[config.mk]
export PLATFORM = sky130hd
export DESIGN_NAME = adsr_poly
export DESIGN_NICKNAME = d
export VERILOG_FILES = /design/src/rtl/adsr_poly.sv
export SDC_FILE = /design/constraint.sdc
export NUM_CORES = 2
export LEC_CHECK = 0
export CORE_ASPECT_RATIO = 0.6
export CORE_MARGIN = 2
export CORE_UTILIZATION = 55
export DETAILED_ROUTE_END_ITERATION = 10
export HOLD_SLACK_MARGIN = 0.1
export PLACE_DENSITY = 0.74
export SYNTH_ARGS = -nofsm -noshare
export SYNTH_HDL_FRONTEND = slang
export SYNTH_SLANG_ARGS = --single-unit
[constraint.sdc]
create_clock -name clk -period 7.1 [get_ports clk]
set_clock_uncertainty 0.2 [all_clocks]
set_input_delay 1.42 -clock clk [delete_from_list [all_inputs] [get_ports clk]]
set_output_delay 1.42 -clock clk [all_outputs]
set_load 0.02 [all_outputs]
[src/rtl/adsr_poly.sv]
// Multi-voice gate-driven ADSR envelope generator; voices share step/level settings.
// Optional build macro ADSR_EXP_RELEASE_EN selects exponential release instead of linear.
module adsr_poly #(
  parameter int unsigned NUM_VOICES = 4,
  parameter int unsigned ACC_W      = 32,
  parameter int unsigned OUT_W      = 16
) (
  input  logic                        clk,
  input  logic                        reset,
  input  logic [NUM_VOICES-1:0]       gate,
  input  logic [ACC_W-1:0]            attack_step,
  input  logic [ACC_W-1:0]            decay_step,
  input  logic [ACC_W-1:0]            sustain_level,
  input  logic [ACC_W-1:0]            release_step,
  output logic [NUM_VOICES*OUT_W-1:0] envelope,
  output logic [NUM_VOICES-1:0]       voice_idle,
  output logic                        all_idle
);

  typedef enum logic [2:0] {
    S_IDLE,
    S_ATTACK,
    S_DECAY,
    S_SUSTAIN,
    S_RELEASE
  } state_t;

  localparam logic [ACC_W-1:0] MAX     = ACC_W'(1) << (ACC_W - 1);
  localparam logic [OUT_W-2:0] MAX_TOP = MAX[ACC_W-1 -: OUT_W-1];

  state_t                      state_q [NUM_VOICES];
  state_t                      state_d [NUM_VOICES];
  logic [ACC_W-1:0]            amp_q   [NUM_VOICES];
  logic [ACC_W-1:0]            amp_d   [NUM_VOICES];
  logic [NUM_VOICES-1:0]       gate_dly_q, gate_dly_d;
  logic [NUM_VOICES*OUT_W-1:0] env_q, env_d;
  logic [NUM_VOICES-1:0]       idle_q, idle_d;
  logic                        all_idle_q, all_idle_d;

  logic [ACC_W-1:0] sus_clamped;
  logic             bypass;
  logic             mute;
  logic             rise;
  logic             fall;
  logic [ACC_W:0]   sum;
`ifdef ADSR_EXP_RELEASE_EN
  logic [ACC_W-1:0] dec_exp;
  logic             exp_unused;
  // Only the shift amount of release_step matters in exponential mode.
  assign exp_unused = ^release_step[ACC_W-1:5];
`endif

  // Per-voice next-state, amplitude and output mapping.
  always_comb begin
    sus_clamped = (sustain_level > MAX) ? MAX : sustain_level;
    bypass      = &attack_step;
    mute        = ~|attack_step;
    gate_dly_d  = gate;
    env_d       = '0;
    idle_d      = '0;
    rise        = 1'b0;
    fall        = 1'b0;
    sum         = '0;
`ifdef ADSR_EXP_RELEASE_EN
    dec_exp     = '0;
`endif
    for (int v = 0; v < int'(NUM_VOICES); v++) begin
      state_d[v] = state_q[v];
      amp_d[v]   = amp_q[v];
      rise       = gate[v] & ~gate_dly_q[v];
      fall       = ~gate[v] & gate_dly_q[v];
      sum        = {1'b0, amp_q[v]} + {1'b0, attack_step};
`ifdef ADSR_EXP_RELEASE_EN
      dec_exp    = (amp_q[v] >> release_step[4:0]) + ACC_W'(1);
`endif
      case (state_q[v])
        S_IDLE: begin
          if (rise) begin
            state_d[v] = S_ATTACK;
            amp_d[v]   = '0;
          end
        end
        S_ATTACK: begin
          if (fall) begin
            state_d[v] = S_RELEASE;
          end else if (sum >= {1'b0, MAX}) begin
            amp_d[v]   = MAX;
            state_d[v] = S_DECAY;
          end else begin
            amp_d[v] = sum[ACC_W-1:0];
          end
        end
        S_DECAY: begin
          if (fall) begin
            state_d[v] = S_RELEASE;
          end else if ((amp_q[v] <= decay_step) ||
                       ((amp_q[v] - decay_step) <= sus_clamped)) begin
            amp_d[v]   = sus_clamped;
            state_d[v] = S_SUSTAIN;
          end else begin
            amp_d[v] = amp_q[v] - decay_step;
          end
        end
        S_SUSTAIN: begin
          if (fall) state_d[v] = S_RELEASE;
          else      amp_d[v]   = sus_clamped;
        end
        S_RELEASE: begin
          // Retrigger keeps the current amplitude so there is no click.
          if (rise) begin
            state_d[v] = S_ATTACK;
`ifdef ADSR_EXP_RELEASE_EN
          end else if (amp_q[v] > dec_exp) begin
            amp_d[v] = amp_q[v] - dec_exp;
`else
          end else if (amp_q[v] > release_step) begin
            amp_d[v] = amp_q[v] - release_step;
`endif
          end else begin
            amp_d[v]   = '0;
            state_d[v] = S_IDLE;
          end
        end
        default: begin
          state_d[v] = S_IDLE;
          amp_d[v]   = '0;
        end
      endcase
      idle_d[v] = (state_d[v] == S_IDLE);
      env_d[v*OUT_W +: OUT_W] = {1'b0, bypass ? MAX_TOP :
                                       mute   ? '0      :
                                                amp_q[v][ACC_W-1 -: OUT_W-1]};
    end
    all_idle_d = &idle_d;
  end

  always_ff @(posedge clk or posedge reset) begin
    if (reset) begin
      for (int v = 0; v < int'(NUM_VOICES); v++) begin
        state_q[v] <= S_IDLE;
        amp_q[v]   <= '0;
      end
      gate_dly_q <= '0;
      env_q      <= '0;
      idle_q     <= '1;
      all_idle_q <= 1'b1;
    end else begin
      for (int v = 0; v < int'(NUM_VOICES); v++) begin
        state_q[v] <= state_d[v];
        amp_q[v]   <= amp_d[v];
      end
      gate_dly_q <= gate_dly_d;
      env_q      <= env_d;
      idle_q     <= idle_d;
      all_idle_q <= all_idle_d;
    end
  end

  assign envelope   = env_q;
  assign voice_idle = idle_q;
  assign all_idle   = all_idle_q;

endmodule

# Word-level counts from Yosys, hierarchy flattened
# Cells that the tools add are included.
word_totals:
  ff_bits: 209
  inputBits: 134
  wordCells: 193
classes:
  order_cmp: 17
  n_reduce_logical: 19
  bitwise: 16
  n_addsub: 12
  n_mux: 81
  n_eq_ne: 36
op_table:
  columns: ["op", "count"]
  rows:
  - ["$mux W32", 33]
  - ["$pmux W32 S5", 4]
  - ["$le A32 B32 Y1", 8]
  - ["$sub A32 B32 Y32", 8]
  - ["$add A32 B32 Y33", 4]
  - ["$ge A33 B32 Y1 const B", 4]
  - ["$gt A32 B32 Y1", 4]
  - ["$mux W15", 8]
  - ["$mux W3", 32]
  - ["$pmux W3 S5", 4]
  - ["$ne A2 B2 Y1 const B", 20]
  - ["$gt A32 B32 Y1 const B", 1]
  - ["$reduce_and A32 Y1", 1]
  - ["$reduce_or A32 Y1", 1]
  - ["$eq A3 B2 Y1 const B", 8]
  - ["$logic_not A3 Y1", 8]
  - ["$reduce_and A5 Y1", 4]
  - ["$eq A3 B1 Y1 const B", 4]
  - ["$eq A3 B3 Y1 const B", 4]
  - ["$and A1 B1 Y1", 8]
  - ["$not A1 Y1", 8]
  - ["$logic_or A1 B1 Y1", 4]
  - ["$reduce_and A4 Y1", 1]

# Longest topological paths before layout
depth:
  ltp_word: 9
  ltp_mapped: 26

# Worst setup path after synthesis
# No wires, ideal clock.
synth_timing:
  kind: "input to register"
  startpoint: "in decay_step[6]"
  endpoint: "reg amp_q[6] in the netlist's numbering"
  stages: 23
  arrival_ns: 6.347
  required_time_ns: 6.765
  setup_slack_ns: 0.417
  setup_ns: 0.135
  path_cell_list: "inv_1 -> ha_1 -> nand4_1 -> or2_0 -> or3_1 -> o211a_1 -> o211ai_2 -> a2111oi_2 -> o31a_1 -> o2111a_1 -> or3_1 -> ha_1 -> nand4_1 -> nor4_1 -> o31a_1 -> o21ai_0 -> a211oi_1 -> buf_2 -> buf_2 -> mux2i_1 -> nor2_1 -> a221oi_1 -> o21ai_0"
synth_via:
  elab_chain_cells: 6
synth_rtl:
  columns: ["item", "line", "rtl"]
  rows:
  - ["start, declared", "12", "input logic [ACC_W-1:0] decay_step,"]
  - ["$sub A32 B32 Y32", "97, 101", null]
  - ["$le A32 B32 Y1", "97", "((amp_q[v] - decay_step) <= sus_clamped)) begin"]
  - ["$logic_or A1 B1 Y1", "96", "end else if ((amp_q[v] <= decay_step) ||"]
  - ["$mux W32 *", "96", null]
  - ["$mux W32 *", "94", "if (fall) begin"]
  - ["$pmux W32 S5 *", "76", "case (state_q[v])"]
  - ["end signal, assigned by index", "150", "amp_q[v] <= amp_d[v];"]
  - ["end, declared", "33", "logic [ACC_W-1:0] amp_q [NUM_VOICES];"]
# Mark *: on every way between the ends. The rest lies on a longest branch, timed or not. The select of a mux whose other input is x is not followed.
# A chain may end at the register's enable or synchronous reset.

# Worst setup path after layout
layout_timing:
  startpoint: "in decay_step[7]"
  endpoint: "reg amp_q[20] in the netlist's numbering"
# The elaborated chain is that of the path after synthesis.

==> results.md <==
- Yosys top cell area share: 19.4%
- Clk root buf: clkbuf_16
- Critical Setup Path Class: in2reg
- Top layer in use: met5
- Residual DRC: 3
- Number of antenna violations at the first check in global routing: 6
- Power share of the combinational group: 76.4%
- Hold_ws: roughly 0.31 ns
- Placed cells: 5,541
- Max Cap Viol: 0
- Hold crit path type: reg2reg
- Clk sinks: 209
- Post-synth EDFFs: 0
- P_sw: approximately 8300 µW
- Synth area leader: ha_1
- Drt first pass iters: 11
- Largest net degree at the start of global routing: 57
- Outcome: finished, violations left
- Seq pwr share: between 10% and 20%
- Worst-Margin Slew: ~1.3 ns
- Site Rows: 69
- Nets: 5,448
- Tot GR Track Use: 46.9%
- Share of layout cells above drive strength 1: 12.5%
- Die Wd: 320 µm
- Final std cells w/o fill: 5,595
- Per-cell routed wire length: 27.2 µm
- Post-layout util: about two thirds
- Synth cell count leaders: ha_1, a21oi_1, nand2_1
- Post-synth top flop: dfrtp_1
- Pwr/cell area: 396 nW/µm²
- First-pass GRT wire length: 219,000 µm
- Die Y-Extent: 194 µm
- Critical-path maximum fanout: 5
- Routed Antenna Nets: 0
- Leak pwr: roughly 0.02 µW
- Unrepaired setup endpoints after global routing: no
- Pins over their slew limit: 0
- Syn. warnings: 0
- Sw Ratio: roughly 52%
- Core area: 59,300 µm²
- Post-synthesis register bit count: 209
- Violated checks: design-rule violations
- Period utilization: 95.9%
- CTS Hold Bufs: 0
- Clock transition at the registers of the reported paths: 0.07 ns
- Post-synthesis async set-or-reset flop share: 100%
- Top post-synthesis cells by area: ha_1, dfrtp_1, a21oi_1
- First DRT Iteration DRCs: approximately 5,200
- Slew headroom: 11.8%
- Post-synthesis cell area: 33,000 µm²
- Finish-stage setup viols: 0
- DR vias: 38,130
- Worst vdd ir: 0.000247 V
- Power share of the clock group: 9.4%
- Final Critical Period: 6.81 ns
- Clock tree buffer depth: 3
- Number of cells produced by synthesis: 4,222
- Int Pwr: roughly 7600 µW
- Initial Utilization: 55.7%
- Crit start category: input pin
- CP required: around 7.4 ns
- Worst setup EP type: flop
- Top-Level Pins: 203
- Synth cell types: 94
- Vias per std cell: roughly 7
- Worst-skew pair later-pin latency: 0.63 ns
- Synthesized area per cell: 7.83 µm²
- CTS Buf Count: 26
- Worst path arrival time: 7.11 ns
- Metal2 WL: 56,700 µm
- P&R area growth vs syn: 21.7%
- Port-buffer cells: 198
- Post-route setup TNS: 0 ns
- Die area: 62,100 µm²
- H-tree depth: 1
- Vias in the first global route: 35,162
- Endpoints failing hold: 0
- Routed WL: 152,000 µm
- FMAX: roughly 150 MHz
- Count leader, synth: ha_1
- DP HPWL: between 100,000 and 150,000 µm
- DR WL met3: about 27,000 µm
- CTS tree: yes
- M1 WL: 61,500 µm
- Seq/Total Area, Yosys: 15.8%
- Congestion Overflow GR: 0
- Gpl congestion: ~1.1
==> layout by cell type (no fill, tap or decap), types with 22 or more instances in the layout <==
cell type,count
o21bai_1,50
nor2_1,248
o21ai_0,270
nand2b_1,57
nand2_1,323
or3_1,22
inv_1,220
a211oi_1,55
xnor2_1,211
o21a_1,56
buf_4,448
a22o_1,46
o22ai_1,22
and2_1,99
nor2b_1,34
a21o_1,215
a221oi_1,38
clkdlybuf4s50_1,196
ha_1,510
o211ai_1,62
a22oi_1,44
xor2_1,108
nor4_1,41
dfrtp_1,204
nand3_1,81
and3_1,34
nand4_1,101
a21oi_1,418
a31oi_1,44
nor3_1,74
clkbuf_16,27
==> layer usage <==
layer | vias up | GRT usage (%)
met5 | - | 0
met4 | 20 | 17.0
met3 | 404 | 23.8
met2 | 2584 | 62.4
met1 | 17918 | 63.8
li1 | 17204 | -
==> final timing paths <==
path,from,end,slack [ns],depth (start not counted)
min in group asynchronous,reset,amp_q[78],1.13,2
worst max-delay path,decay_step[7],amp_q[20],0.29,25
worst min-delay path,amp_q[96],amp_q[96],0.31,2
worst max register to register,amp_q[8],amp_q[20],1.13,23
worst min register to register,amp_q[96],amp_q[96],0.31,2
max in group asynchronous,reset,amp_q[120],4.27,3
==> what timing repair did <==
action                                 4_1_cts  5_1_grt
gates resized for setup                      0       28
setup buffers                                0        2
setup endpoints to repair                    0       85
endpoints found under the hold margin        0        0
==> state kept, by name (all words and copies together), names as in the netlist <==
register and cells:
state_q 12, amp_q 128, all_idle 1, envelope 60, gate_dly_q 4, voice_idle 4
==> worst max-delay path: stages <==
cell and delay, ns:
clkdlybuf4s50_1 0.53, inv_1 0.10, ha_4 0.28, nand4_1 0.10
or2_1 0.26, or3_1 0.36, o211a_1 0.29, o211ai_4 0.22
a2111oi_4 0.12, o31a_1 0.29, o2111a_1 0.26, or3_1 0.38
ha_1 0.31, nand4_1 0.17, buf_4 0.20, nor3_1 0.19
nand2_1 0.07, o211ai_1 0.12, o21ai_2 0.11, a211oi_4 0.30
nor2_2 0.10, buf_4 0.21, a222oi_1 0.35, a21oi_1 0.13
a21o_1 0.22
==> cell families after synthesis <==
kind of cell / after synthesis / synth area share (%)
and+or+nand+nor: 1191 / 18.0
other: 1 / 0.0113
muxes: 31 / 0.984
buffers and inverters: 343 / 4.07
xor gates and xnor gates: 320 / 8.48
adders and majority gates: 524 / 20.1
AOI/OAI and AO/OA: 1603 / 32.5
DFF: 209 / 15.8
==> per-stage QoR <==
stage | area (µm²) | setup WS [ns] | power (µW)
after floorplan | 33100 | 0.417 | 9770
after global placement | 39200 | -0.432 | 13700
after detailed placement | 39200 | -0.519 | 13800
after CTS | 40100 | 0.0729 | 15400
after global routing | 40200 | 0.000998 | 16900
final | 40200 | 0.293 | 15900
==> power by group through the flow <==
stage               sequential [µW]  clock, µW  combinational, µW
floorplan                      2130          0               7640
global placement               2220          0              11500
detailed placement             2240          0              11600
CTS                            2220       1470              11700
global route                   2290       1510              13100
finish                         2270       1490              12200
==> final cells by class <==
| class | count | area [µm²] |
|---|---|---|
| clock buffers | 37 | 743 |
| inverters | 222 | 837 |
| fillers | 5065 | 19100 |
| flip-flops and latches | 209 | 5240 |
| diodes | 4 | 10.0 |
| multi-input cells | 3673 | 26700 |
| clock inverters | 11 | 140 |
| well taps | 781 | 977 |
| repair buffers | 658 | 5580 |
Note: power is estimated with default switching activity, not from simulation.
